## src/rtl/servo_pwm_ctrl_if.sv

```systemverilog
// servo_pwm_ctrl_if: Avalon-MM register access bundle for the servo controller.
interface servo_pwm_ctrl_if;
    logic [1:0]  address;
    logic        write;
    logic [31:0] writedata;
    logic        read;
    logic [31:0] readdata;
    modport master(output address, write, writedata, read, input readdata);
    modport slave(input address, write, writedata, read, output readdata);
endinterface

```

## src/rtl/servo_pwm_ctrl.sv

```systemverilog
// servo_pwm_ctrl: Avalon-MM servo PWM generator with frame-aligned slew limiting.
module servo_pwm_ctrl #(
    parameter int CLK_FREQ_HZ = 50_000_000,
    parameter int PERIOD_US   = 20000,
    parameter int MIN_US      = 1000,
    parameter int MAX_US      = 2000,
    parameter int CENTER_US   = 1500
) (
    input  logic              clk,
    input  logic              reset,
    servo_pwm_ctrl_if.slave   bus,
    output logic              pwm_out,
    output logic              high_out,
    output logic              gnd_out
);
    localparam int DIV = CLK_FREQ_HZ / 1_000_000;
    localparam int PW = $clog2(DIV);
    localparam logic [PW-1:0] PRE_MAX = PW'(DIV - 1);
    localparam logic [15:0] FRAME_MAX = 16'(PERIOD_US - 1);
    localparam logic [15:0] MIN_V = 16'(MIN_US);
    localparam logic [15:0] MAX_V = 16'(MAX_US);
    localparam logic [15:0] CENTER_V = 16'(CENTER_US);

    logic          enable_q, enable_d;
    logic [15:0]   target_q, target_d;
    logic [15:0]   step_q, step_d;
    logic [15:0]   cur_q, cur_d;
    logic [15:0]   us_cnt_q, us_cnt_d;
    logic [PW-1:0] pre_q, pre_d;
    logic          pwm_q, pwm_d;
    logic [31:0]   rdata_q, rdata_d;
    logic          us_tick, frame_start;
    logic [15:0]   wdata, clamped, diff, slewed;
    logic          unused_wdata_hi;

    assign unused_wdata_hi = ^bus.writedata[31:16];

    always_comb begin
        wdata = bus.writedata[15:0];
        clamped = wdata < MIN_V ? MIN_V : (wdata > MAX_V ? MAX_V : wdata);
        us_tick = enable_q && pre_q == PRE_MAX;
        frame_start = us_tick && us_cnt_q == FRAME_MAX;
        diff = target_q > cur_q ? target_q - cur_q : cur_q - target_q;
        // Snap to target when the remaining distance fits in one step, so no overshoot
        slewed = (step_q == 16'd0 || step_q >= diff) ? target_q
               : (target_q > cur_q ? cur_q + step_q : cur_q - step_q);
        enable_d = bus.write && bus.address == 2'd0 ? bus.writedata[0] : enable_q;
        target_d = bus.write && bus.address == 2'd1 ? clamped : target_q;
        step_d = bus.write && bus.address == 2'd2 ? wdata : step_q;
        pre_d = !enable_q || us_tick ? '0 : pre_q + 1'b1;
        us_cnt_d = !enable_q || frame_start ? 16'd0 : (us_tick ? us_cnt_q + 16'd1 : us_cnt_q);
        cur_d = !enable_q ? target_q : (frame_start ? slewed : cur_q);
        pwm_d = enable_q && us_cnt_q < cur_q;
        rdata_d = !bus.read ? 32'd0
                : bus.address == 2'd0 ? {31'd0, enable_q}
                : bus.address == 2'd1 ? {16'd0, target_q}
                : bus.address == 2'd2 ? {16'd0, step_q}
                : {14'd0, enable_q, cur_q != target_q, cur_q};
    end

    always_ff @(posedge clk or posedge reset) begin
        if (reset) begin
            enable_q <= 1'b0;
            target_q <= CENTER_V;
            step_q   <= 16'd0;
            cur_q    <= CENTER_V;
            us_cnt_q <= 16'd0;
            pre_q    <= '0;
            pwm_q    <= 1'b0;
            rdata_q  <= 32'd0;
        end else begin
            enable_q <= enable_d;
            target_q <= target_d;
            step_q   <= step_d;
            cur_q    <= cur_d;
            us_cnt_q <= us_cnt_d;
            pre_q    <= pre_d;
            pwm_q    <= pwm_d;
            rdata_q  <= rdata_d;
        end
    end

    assign bus.readdata = rdata_q;
    assign pwm_out = pwm_q;
    assign high_out = 1'b1;
    assign gnd_out = 1'b0;
endmodule

```

## src/flat_wrapper.sv

```systemverilog
// flat-port wrapper written by rule: the top's interface ports become plain ports
module servo_pwm_ctrl_flat 
#(
    parameter int CLK_FREQ_HZ = 50_000_000,
    parameter int PERIOD_US   = 20000,
    parameter int MIN_US      = 1000,
    parameter int MAX_US      = 2000,
    parameter int CENTER_US   = 1500
)
  (clk, reset, pwm_out, high_out, gnd_out, bus_address, bus_write, bus_writedata, bus_read, bus_readdata);
  servo_pwm_ctrl_if bus_i ();
  input  logic clk;
  input  logic reset;
  output logic pwm_out;
  output logic high_out;
  output logic gnd_out;
  input wire logic [$bits(bus_i.address)-1:0] bus_address;
  input wire logic [$bits(bus_i.write)-1:0] bus_write;
  input wire logic [$bits(bus_i.writedata)-1:0] bus_writedata;
  input wire logic [$bits(bus_i.read)-1:0] bus_read;
  output wire logic [$bits(bus_i.readdata)-1:0] bus_readdata;
  assign bus_i.address = bus_address;
  assign bus_i.write = bus_write;
  assign bus_i.writedata = bus_writedata;
  assign bus_i.read = bus_read;
  assign bus_readdata = bus_i.readdata;
  servo_pwm_ctrl #(.CLK_FREQ_HZ(CLK_FREQ_HZ), .PERIOD_US(PERIOD_US), .MIN_US(MIN_US), .MAX_US(MAX_US), .CENTER_US(CENTER_US)) u_core (.clk(clk), .reset(reset), .bus(bus_i), .pwm_out(pwm_out), .high_out(high_out), .gnd_out(gnd_out));
endmodule
```

## config.mk

```make
export PLATFORM = sky130hd
export DESIGN_NAME = servo_pwm_ctrl_flat
export DESIGN_NICKNAME = d
export VERILOG_FILES = /design/src/rtl/servo_pwm_ctrl_if.sv /design/src/rtl/servo_pwm_ctrl.sv /design/src/flat_wrapper.sv
export SDC_FILE = /design/constraint.sdc
export NUM_CORES = 1
export LEC_CHECK = 0
export CORE_MARGIN = 8
export CORE_UTILIZATION = 40
export DETAILED_ROUTE_END_ITERATION = 7
export HOLD_SLACK_MARGIN = 0.12
export PLACE_DENSITY_LB_ADDON = 0.2
export SYNTH_ARGS = -nofsm -noshare
export SYNTH_HDL_FRONTEND = slang
export SYNTH_SLANG_ARGS = --single-unit
```

## constraint.sdc

```tcl
create_clock -name clk -period 6.55 [get_ports clk]
set_clock_uncertainty 0.2 [all_clocks]
set_input_delay 0.655 -clock clk [delete_from_list [all_inputs] [get_ports clk]]
set_output_delay 0.655 -clock clk [all_outputs]
set_load 0.005 [all_outputs]
```

# After elaboration in Yosys (flattened, before gate mapping)
# Index checks and enable logic that the tools add are counted.
# W data, S select, Z words.
# totals
out_inout_bits,35
register_bits,104
wordCells,52
input_bits,38
# classes
muxes,14
reduce_logical,13
n_lt_le_gt_ge,5
n_eq_ne,6
addsub,6
# ops
op,count
$mux W16,9
$mux W32,3
$sub A16 B16 Y16,3
$mux W18,1
$add A16 B1 Y16 const B,1
$add A16 B16 Y16,1
$eq A16 B15 Y1 const B,1
$ge A16 B16 Y1,1
$gt A16 B11 Y1 const B,1
$gt A16 B16 Y1,1
$logic_not A16 Y1,1
$lt A16 B10 Y1 const B,1
$lt A16 B16 Y1,1
$ne A16 B16 Y1,1
$add A6 B1 Y6 const B,1
$eq A6 B6 Y1 const B,1
$logic_and A1 B1 Y1,6
$mux W6,1
$logic_or A1 B1 Y1,3
$eq A2 B1 Y1 const B,1
$eq A2 B2 Y1 const B,1
$logic_not A2 Y1,1
$ne A2 B2 Y1 const B,1
$reduce_bool A2 Y1,1
$logic_not A1 Y1,1

# Depth between registers and ports, before layout
# logic_depth
depth_word,7
mapped_depth,21
ltp_nobuf,19

# Least setup slack after synthesis
# No wires, ideal clock.
# synth_path
kind,reg-to-reg
startpoint,reg u_core.cur_q[2]
endpoint,reg u_core.cur_q[14]
n_path_buf,2
period_less_slack_ns,4.817
setup_slack_ns,1.733
arrival_time_ns,4.535
path_stages_with_launch,20
setup_ns,0.082
cell_sequence,dfstp_2 > inv_1 > ha_1 > clkbuf_1 > a211oi_1 > o21ai_1 > a31o_2 > a21oi_1 > nor2_1 > clkbuf_1 > nor2_1 > a21oi_1 > fa_1 > a21o_1 > a221oi_1 > o211a_1 > a211oi_1 > o21ai_0 > or3b_1 > a31oi_1
# synth_via
elab_chain_cells,7
# synth_rtl
item,line_no,source
start: declaration,servo_pwm_ctrl.sv:27,"logic [15:0] cur_q, cur_d;"
start signal: assignment,servo_pwm_ctrl.sv:75,cur_q <= cur_d;
$sub A16 B16 Y16 / $gt A16 B16 Y1 (equally long branches),"servo_pwm_ctrl.sv:43, servo_pwm_ctrl.sv:46",
$mux W16,servo_pwm_ctrl.sv:43,diff = target_q > cur_q ? target_q - cur_q : cur_q - target_q;
$ge A16 B16 Y1,servo_pwm_ctrl.sv:45,slewed = (step_q == 16'd0 || step_q >= diff) ? target_q
$logic_or A1 B1 Y1,servo_pwm_ctrl.sv:45,
$mux W16 *,servo_pwm_ctrl.sv:45,
$mux W16 * (2 in a row),servo_pwm_ctrl.sv:52,cur_d = !enable_q ? target_q : (frame_start ? slewed : cur_q);
# Every way passes the cells marked *; elsewhere a longest branch is shown, timed or not. The select of a mux whose other input is x is not followed.
# A chain may end at the register's enable or synchronous reset.

# Worst setup path in the final report
# layout_path
startpoint,reg u_core.cur_q[1]
endpoint,reg u_core.cur_q[14]
# Same word-level chain as after synthesis.

==> metrics.cfg <==
[power]
total_power_w = 0.00377
leakagePower_nw = 3.76
power_density_mw_per_mm2 = 451
ir_drop_mv = 0.173

[sta]
rsz0062_at_grt = no
final.min_clock_period_ns = 5.75
final-setup-viol-count = 0
maxSlewViolCount = 0
finalHoldViolCount = 0
clock.fmax_mhz = 174
fin_crit_sh = 0.878
maxSlewHeadroom = 0.307
layout_setup_ws_ns = 0.799
setup_tns_ns = 0
tightest_slew_ns = 1.04

[synthesis]
synth-edff-count = 0
synthMuxAreaShare = 0.0781
synthAdderAreaFrac = 0.143
synth_cell_types = 72
ys_seq_area_frac = 0.303
synth_cells = 838
ys_warn_count = 0
synth-compound-area-share = 0.185
syn_avg_cell_area_sq_um = 8.95
synthFlopType = dfrtp_1
synth_top_family_by_area = compound AO/OA/AOI/OAI gates
synth-xor-area-share = 0.0666
synth-simple-area-share = 0.164
ys_ff_latch = 90
syn_area_sq_mm = 0.00750
async_flop_share = 1.00

[global_routing]
grt_pass1_wl_microns = 34100
grt_usage = 0.184
grt_pass1_vias = 6103
grt_max_degree = 56
antenna_found_initial = 0
grt_overflow = 0

[die]
ios = 73
die-area_sq_mm = 0.0234
dieHeight_microns = 153
row_count = 50
core_sq_mm = 0.0185
die_x_microns = 153
start_util = 0.405

[clocking]
clock_sinks = 90
clk_latency_ns = 0.36
clk_pin_slew_ns = 0.07
h-tree-depth = 3
holdBufCountCts = 0
cts-buffers-inserted = 9
cts_resized = 0
cts_tree = done
clockBufferDepth = 2
cts_root_buf = clkbuf_16
post_cts_buffers = 0

[worst_hold_path]
holdCritStartpoint = u_core.pre_q[0]
hold_class = reg -> reg

[finish]
fin_util = 0.451
syn2layout_area_growth_pct = 11.5
n_fill_cell = 1795
num_antenna_cells = 0
drive_gt1_frac = 0.0953
fin_nets = 988

[routing]
drcViolationCount = 0
ant_nets = 0
dr.pass1.iters = 5
drt_first_iter_violations = 568
drt_wl_total_microns = 21500
routed_via_density = 5.68
routedWlPerCell_microns = 19.4
vias = 6271

[job]
cap_violations = 0

[placement]
place.port_buffers = 40
gp_congestion = 0.925
dpl_worst_slack_ns = 0.855
dp.final_hpwl_microns = 16500

[setup_path]
cp_max_fo = 12
max_stage_delay_ns = 0.53
startpoint = u_core.cur_q[1]
r2r-start = u_core.cur_q[1]
cp.required_ns = 6.63
cp-start-kind = flip-flop
crit_type = reg -> reg
crit_path_end_kind = flip-flop
critPathTopFamily = compound AO/OA/AOI/OAI gates
path_buf_inv = 1
arrival_ns = 5.83
cp_cell_sequence = inv_1 > fa_1 > a211oi_1 > o21ai_1 > a31oi_1 > o21ai_1 > nand2_1 > mux2i_1 > xnor2_1 > ha_1 > o21ai_0 > nor4_1 > a221oi_1 > a2bb2oi_1 > o311ai_4 > or3b_1 > a31oi_1
slowest_stage = dfrtp_1

[status]
outcome = finished clean

-- cells in the final DEF, fill, tap and decap left out, types with 17 or more instances in the layout --
master            n
nor2b_1          18
nand4_1          17
a21oi_1          55
mux2_2           30
ha_1             81
o21ai_0          38
a22oi_1          18
nand3_1          17
xnor2_1          27
inv_1            52
clkdlybuf4s50_1  40
xor2_1           30
mux2i_1          21
nor2_1           75
nand2_1          46
dfrtp_1          76
-- kinds of logic (layout without fill, tap and decap cells) --
kind of cell    Yosys count  count (layout)
compound gates          209             209
other cells               2              16
xor+xnor                 57              57
flops                    90              90
buf+inv                 100             119
simple gates            243             243
mux                      53              53
fa+ha+maj                84              84
-- synthesized netlist by cell type (all sizes together) (10+ instances only) --
cell	count	share of area
ha	81	0.14
nor2	77	0.041
dfrtp	76	0.25
a21oi	60	0.043
inv	53	0.027
nand2	47	0.024
o21ai	43	0.029
mux2	31	0.047
xor2	30	0.035
clkbuf	27	0.014
xnor2	27	0.032
mux2i	21	0.028
buf	20	0.020
a22oi	18	0.018
nor2b	18	0.015
nand3	17	0.011
nand4	17	0.014
a21o	15	0.015
dfstp	14	0.049
nor3	14	0.0093
a31oi	10	0.0083
nand2b	10	0.0083
or3	10	0.0090
-- final timing paths --
kind | end | cells past startpoint | slack, ns
min | u_core.pre_q[0] | 1 | 0.29
max | u_core.cur_q[14] | 17 | 0.80
max in group asynchronous | u_core.pwm_out | 3 | 4.59
max reg2reg | u_core.cur_q[14] | 17 | 0.80
min in group asynchronous | u_core.bus.readdata[4] | 2 | 0.48
min reg2reg | u_core.pre_q[0] | 1 | 0.29
-- power by group --
part,internal (W),switching [W],leakage (nW)
combinational,0.00109,0.00137,2.49
clock,0.000296,0.000225,0.134
sequential,0.000654,0.000131,1.13
total,0.00204,0.00173,3.76
-- worst register-to-register path, stage by stage (launching register included) --
cell,delay [ns]
dfrtp_1,0.53
inv_1,0.19
fa_1,0.50
a211oi_1,0.30
o21ai_1,0.16
a31oi_1,0.47
o21ai_1,0.32
nand2_1,0.42
mux2i_1,0.27
xnor2_1,0.14
ha_1,0.25
o21ai_0,0.16
nor4_1,0.09
a221oi_1,0.28
a2bb2oi_1,0.42
o311ai_4,0.37
or3b_1,0.47
a31oi_1,0.16
-- final cells by class --
type,instances,area (sq um),area share
clock buffer,13,240,0.0288
clock inverter,3,42.5,0.00509
inverter,53,201,0.0241
multi-input combinational,662,4830,0.578
sequential,90,2270,0.272
tap,234,293,0.0350
timing repair buffer,50,475,0.0569
-- metal layers --
metal / track usage / share of wire / vias up
li1: - / - / 3029
met1: 0.243 / 0.46 / 3006
met2: 0.289 / 0.46 / 198
met3: 0.0234 / 0.042 / 38
met4: 0.0952 / 0.035 / 0
met5: 0 / 0 / -
-- sequential cells by signal, summed over array words and instances (netlist names) --
signal / count
u_core.bus.readdata: 18
u_core.enable_q: 1
u_core.pre_q: 6
u_core.us_cnt_q: 16
u_core.target_q: 16
u_core.step_q: 16
u_core.pwm_out: 1
u_core.cur_q: 16
-- through the flow --
stage / std cells / hold slack [ns] / instance area [sq um]
final: 1105 / 0.292 / 8350
after global routing: 1105 / 0.317 / 8350
after floorplan: 852 / 0.261 / 7550
after CTS: 1105 / 0.300 / 8350
after global placement: 1089 / 0.281 / 8070
after detailed placement: 1089 / 0.288 / 8070
Power figures use the tool's default switching activity.
